**src/rtl/fifo_reader.sv**
```systemverilog
// fifo_reader: consumer side of the FIFO rx_rdy/rx_done handshake.
// Strobes each drained word downstream and keeps count, checksum, timeout flag.
module fifo_reader #(
   parameter int WIDTH   = 8,
   parameter int CNT_W   = 8,
   parameter int GAP     = 0,
   parameter int TIMEOUT = 16
) (
   input  logic             clk,
   input  logic             rst_n,
   input  logic             en,
   input  logic             clear,
   input  logic             rx_rdy,
   input  logic [WIDTH-1:0] out_data,
   output logic             rx_done,
   output logic [WIDTH-1:0] rd_data,
   output logic             rd_valid,
   output logic [CNT_W-1:0] word_count,
   output logic [WIDTH-1:0] checksum,
   output logic             busy,
   output logic             err
);

   typedef enum logic [1:0] {
      S_WAIT,
      S_ACK,
      S_GAP
   } state_t;

   localparam int TW = (TIMEOUT > 1) ? $clog2(TIMEOUT) : 1;
   localparam int GW = (GAP > 1) ? $clog2(GAP) : 1;

   localparam logic [TW-1:0] TO_LAST  = TW'(TIMEOUT - 1);
   localparam logic [GW-1:0] GAP_LAST = GW'((GAP > 0) ? GAP - 1 : 0);

   // After a handshake ends (done or timed out) we either rest or go idle
   localparam state_t S_AFTER    = (GAP > 0) ? S_GAP : S_WAIT;
   localparam logic   AFTER_BUSY = (GAP > 0);

   state_t        state;
   logic [TW-1:0] to_cnt;
   logic [GW-1:0] gap_cnt;

   // Handshake FSM with all outputs registered; clear overrides stat updates
   always_ff @(posedge clk or negedge rst_n) begin
      if (!rst_n) begin
         state      <= S_WAIT;
         to_cnt     <= '0;
         gap_cnt    <= '0;
         rx_done    <= 1'b0;
         rd_data    <= '0;
         rd_valid   <= 1'b0;
         word_count <= '0;
         checksum   <= '0;
         busy       <= 1'b0;
         err        <= 1'b0;
      end else begin
         rd_valid <= 1'b0;
         unique case (state)
            S_WAIT: begin
               if (en && rx_rdy) begin
                  rd_data <= out_data;
                  to_cnt  <= '0;
                  rx_done <= 1'b1;
                  busy    <= 1'b1;
                  state   <= S_ACK;
               end
            end
            S_ACK: begin
               if (!rx_rdy) begin
                  rx_done    <= 1'b0;
                  rd_valid   <= 1'b1;
                  word_count <= word_count + 1'b1;
                  checksum   <= checksum + rd_data;
                  gap_cnt    <= '0;
                  busy       <= AFTER_BUSY;
                  state      <= S_AFTER;
               end else if (to_cnt == TO_LAST) begin
                  err     <= 1'b1;
                  rx_done <= 1'b0;
                  gap_cnt <= '0;
                  busy    <= AFTER_BUSY;
                  state   <= S_AFTER;
               end else begin
                  to_cnt <= to_cnt + 1'b1;
               end
            end
            S_GAP: begin
               if (gap_cnt == GAP_LAST) begin
                  busy  <= 1'b0;
                  state <= S_WAIT;
               end else begin
                  gap_cnt <= gap_cnt + 1'b1;
               end
            end
            default: begin
               rx_done <= 1'b0;
               busy    <= 1'b0;
               state   <= S_WAIT;
            end
         endcase
         if (clear) begin
            word_count <= '0;
            checksum   <= '0;
            err        <= 1'b0;
         end
      end
   end

endmodule

```
**config.mk**
```make
export PLATFORM = sky130hd
export DESIGN_NAME = fifo_reader
export DESIGN_NICKNAME = d
export VERILOG_FILES = /design/src/rtl/fifo_reader.sv
export SDC_FILE = /design/constraint.sdc
export NUM_CORES = 1
export LEC_CHECK = 0
export BUFFER_PORTS_ARGS = -buffer_cell sky130_fd_sc_hd__buf_2
export CORE_MARGIN = 8
export CORE_UTILIZATION = 50
export DETAILED_ROUTE_END_ITERATION = 16
export GPL_ROUTABILITY_DRIVEN = 0
export PLACE_DENSITY = 0.75
export SLEW_MARGIN = 15
export SYNTH_ARGS = -nofsm -noshare
export SYNTH_HDL_FRONTEND = slang
export SYNTH_SLANG_ARGS = --single-unit
```
**constraint.sdc**
```tcl
create_clock -name clk -period 2.2 [get_ports clk]
set_input_delay 0.11 -clock clk [delete_from_list [all_inputs] [get_ports clk]]
set_output_delay 0.11 -clock clk [all_outputs]
set_load 0.05 [all_outputs]
```
# Word-level counts from Yosys, hierarchy flattened
# Cells that the tools add are included.
[op_classes]
n_mux = 29
n_eq_ne = 9
reduce_logical = 14
addsub = 4
bitwise = 1
[ops]
columns = ["cell", "count"]
rows = [
  ["8-bit two-way mux", 6],
  ["4-bit two-way mux", 3],
  ["1-bit two-way mux", 11],
  ["2-bit inequality test, second input constant", 5],
  ["2-bit nonzero test", 5],
  ["3-bit AND reduction", 3],
  ["8-bit by 1-bit adder with 8-bit output, second input constant", 1],
  ["8-bit adder", 1],
  ["2-bit two-way mux", 4],
  ["4-bit one-hot mux with 2 select lines", 1],
  ["1-bit one-hot mux with 3 select lines", 2],
  ["2-bit one-hot mux with 3 select lines", 1],
  ["2-bit AND reduction", 3],
  ["4-bit by 1-bit adder with 4-bit output, second input constant", 1],
  ["4-bit == test, second input constant", 1],
  ["4-bit AND reduction", 1],
  ["3-bit inequality test, second input constant", 1],
  ["2-bit by 1-bit == test with 1-bit output, second input constant", 1],
  ["2-bit == test, second input constant", 1],
  ["2-bit logical NOT", 1],
  ["1-bit one-hot mux with 2 select lines", 1],
  ["1-bit adder, second input constant", 1],
  ["1-bit logical AND", 1],
  ["1-bit NOT", 1],
]
[word_totals]
out_inout_bits = 28
reg_bits = 35
wordCells = 67
in_bits = 13

# Depth between registers and ports, before layout
[logic_depth]
word_depth = 5
ltp_mapped = 7
mapped_depth_nobuf = 7

# Least setup slack after synthesis
# Ideal clock, no wire load.
[synth_path]
kind = "register -> register"
start = "register rd_data[0]"
end = "register checksum[6]"
path_stages_with_launch = 8
period_less_slack_ns = 2.297
setup_time_ns = 0.126
arrival_time_ns = 2.170
path_slack_ns = -0.097
path_cell_list = "dfrtp_1 > ha_1 > fa_1 > a21o_1 > a21oi_1 > o21ai_0 > mux2i_1 > a311o_1"
[synth_via]
elab_chain_cells = 4
[synth_rtl]
columns = ["element", "line", "rtl"]
rows = [
  ["start: declaration", "16", "output logic [WIDTH-1:0] rd_data,"],
  ["start signal: assignment", "62", "rd_data <= out_data;"],
  ["8-bit adder", "74", "checksum <= checksum + rd_data;"],
  ["8-bit two-way mux", "70", "if (!rx_rdy) begin"],
  ["8-bit two-way mux", "59", "unique case (state)"],
  ["8-bit two-way mux", "102", "if (clear) begin"],
  ["end signal: assignment", "74", ""],
  ["end: declaration", "19", "output logic [WIDTH-1:0] checksum,"],
]
# No other way between the ends. The select of a mux whose other input is x is not followed.
# A chain may end at the register's enable or synchronous reset.

# Worst setup path after layout
# Ends and elaborated chain as after synthesis.

==> impl_metrics.toml <==
[outcome]
outcome = "finished, final reports clean"

[detailed_routing]
routed_via_density = 5.45
drtIter0Drc = 67
routed_wl_um = 3660
ant_nets = 0
drtPass1Iterations = 5
wl_per_cell_um = 14.7
vias = 1358
drc = 0

[synth]
synth_top_family_by_area = "simple AND/OR/NAND/NOR gates"
synth_area_per_cell_sq_um = 10.5
muxShareOfSynthArea_pct = 7.63
ys_types = 36
synthSimpleGateAreaFrac_pct = 15.8
yosys_warnings = 0
ys_seq_area_share_pct = 48.3
synth_edf_count = 0
synth.cell_area_sq_um = 1610
async_reset_ff_share_pct = 100
synth_xor_area_share_pct = 6.00
synth_ff_type = "dfrtp_1"
synthAdderAreaFrac_pct = 8.26
synth-compound-area-share_pct = 11.3
syn_nets = 176
yosys_register_bits = 31
synthCells = 153

[floorplan]
num_rows = 20
die_w_um = 72.7
die_y_um = 72.7
start_util_pct = 52.6
dieArea_sq_um = 5280
io_pins = 41
design.core.area_sq_um = 3050

[power]
p_leak_uw = 0.000982
power_density_nw_per_um2 = 730
peakVddDrop_uv = 444

[timing]
max_freq_mhz = 482
setup-tns-final_ns = 0
setup_viol = 0
final_hold_viol_count = 0
tightestPinTransition_ns = 0.681
maxSlewViolCount = 0
max_slew_margin_pct = 54.6
min_period_over_period_pct = 94.4
period_minus_slack_ns = 2.08
fin_skew_ns = 0.00638

[cts]
cts_tree = "built"
clk_pin_slew_ns = 0.09
cts_made_buffers = 5
ctsLongestPathBuffers = 2
cts_sinks = 31
post_cts_buffers = 0
clockRootBuffer = "clkbuf_4"
htree_levels = 2
clkLatencyLatePin_ns = 0.33

[grt]
grt_max_degree = 32
grt_use_met2_pct = 25.0
met3_usage_pct = 4.67
overflow = 0
antenna_found_initial = 0
track_usage_pct = 14.7
gr-usage-met1_pct = 15.8
grt_pass1_vias = 1368
grt_first_pass_wirelength_um = 6070
busiest_layer = "met2"

[critical_path]
r2r-start = "rd_data[0]"
required_ns = 2.42
r2r_end = "checksum[6]"
path_class = "flip-flop to flip-flop"
end_kind = "flip-flop"
cp-start-kind = "flip-flop"
timing.reg2reg.setup_slack_ns = 0.12
rr_worst_depth = 7
cp_max_fo = 3
crit_arrival_ns = 2.30

[hold_path]
hold_depth = 2
hold_path_end = "rd_data[3]"
worstHoldStart = "out_data[3]"
min-delay-path-class = "input port to flip-flop"

[job]
cap_violations = 0

[final_layout]
n_fill_cell = 279
syn2layout_area_growth_pct = 23.1
final_cell_mix = "buf_2, dfrtp_1, nand2_1"
diodes = 0
drive_gt1_share_pct = 30.2
mostFrequentLayoutCell = "buf_2"
final_util_pct = 64.8
final_nets = 227
multiInputGateArea_sq_um = 791
regArea_sq_um = 778
fin_cells = 249

[place]
numPortBuffers = 40
dp_hpwl_um = 2610
dp_cells = 234
worst max-delay path: stages (launching register included):
cell and delay (ns):
dfrtp_2 0.42, ha_1 0.24, fa_1 0.41, a21o_1 0.18
a21oi_2 0.17, o21ai_1 0.11, mux2i_1 0.13, a311o_1 0.32
stage by stage:
step	setup WS [ns]	total power [uW]	instance area (sq um)	hold slack, ns
final	0.124	1440	1980	0.0104
after global routing	-0.00806	1530	1980	0.00843
after CTS	0.0341	1450	1960	0.00149
after detailed placement	0.0294	1130	1850	0.191
after global placement	0.109	1120	1850	0.178
after floorplan	0.00375	1020	1610	-0.186
what timing repair did:
action | in CTS | in global routing
hold buffers | 6 | 1
setup endpoints to repair | 0 | 1
endpoints found under the hold margin | 36 | 1
resized for setup | 0 | 2
worst max path at each step:
stage | from | end | cells after the start
floorplan | rd_data[0] | checksum[6] | 7
global placement | rd_data[0] | checksum[6] | 7
detailed placement | rd_data[0] | checksum[6] | 7
CTS | rd_data[0] | checksum[6] | 7
global route | rd_data[0] | checksum[6] | 7
finish | rd_data[0] | checksum[6] | 7
Yosys cell counts (2+ instances only):
master | instances | share of area, %
dfrtp_1 | 31 | 48
nand2_1 | 14 | 3.3
a21oi_1 | 11 | 3.4
mux2_2 | 10 | 7.0
nand3_1 | 10 | 3.1
nor2_1 | 10 | 2.3
ha_1 | 9 | 7.0
xor2_1 | 7 | 3.8
nand4_1 | 5 | 1.9
o21ai_0 | 5 | 1.6
inv_1 | 4 | 0.93
xnor2_1 | 4 | 2.2
a21o_1 | 3 | 1.4
a211oi_1 | 2 | 0.93
a31oi_1 | 2 | 0.78
and3_1 | 2 | 0.78
and4_1 | 2 | 1.1
buf_2 | 2 | 0.62
clkbuf_1 | 2 | 0.47
or4_1 | 2 | 0.93
state kept, by name, indices dropped and copies added, names as in the netlist:
signal,count
to_cnt,4
word_count,8
busy,1
err,1
checksum,8
rd_data,8
rd_valid,1
layer usage:
layer | wire length, um | vias up
met5 | 0 | -
met4 | 69 | 0
met3 | 239 | 8
met2 | 1840 | 48
met1 | 1510 | 649
li1 | - | 653
area by class of cell:
type / instances / area share (%)
multi-input combinational: 112 / 40.0
sequential: 31 / 39.3
timing repair buffer: 49 / 14.4
tap: 44 / 2.78
clock buffer: 7 / 2.28
inverter: 5 / 0.949
clock inverter: 1 / 0.253
logic make-up after synthesis:
group | Yosys count
flops | 31
buf+inv | 10
fa+ha+maj | 10
simple gates | 51
compound gates | 29
xor+xnor | 11
mux | 11
power by group:
group	total (uW)	leakage [uW]	switching (uW)	internal, uW
Clock	310	0.0000293	186	124
Combinational	459	0.000547	310	149
Sequential	674	0.000406	51.5	623
Total	1440	0.000982	548	896
(Power assumes the default switching activity.)
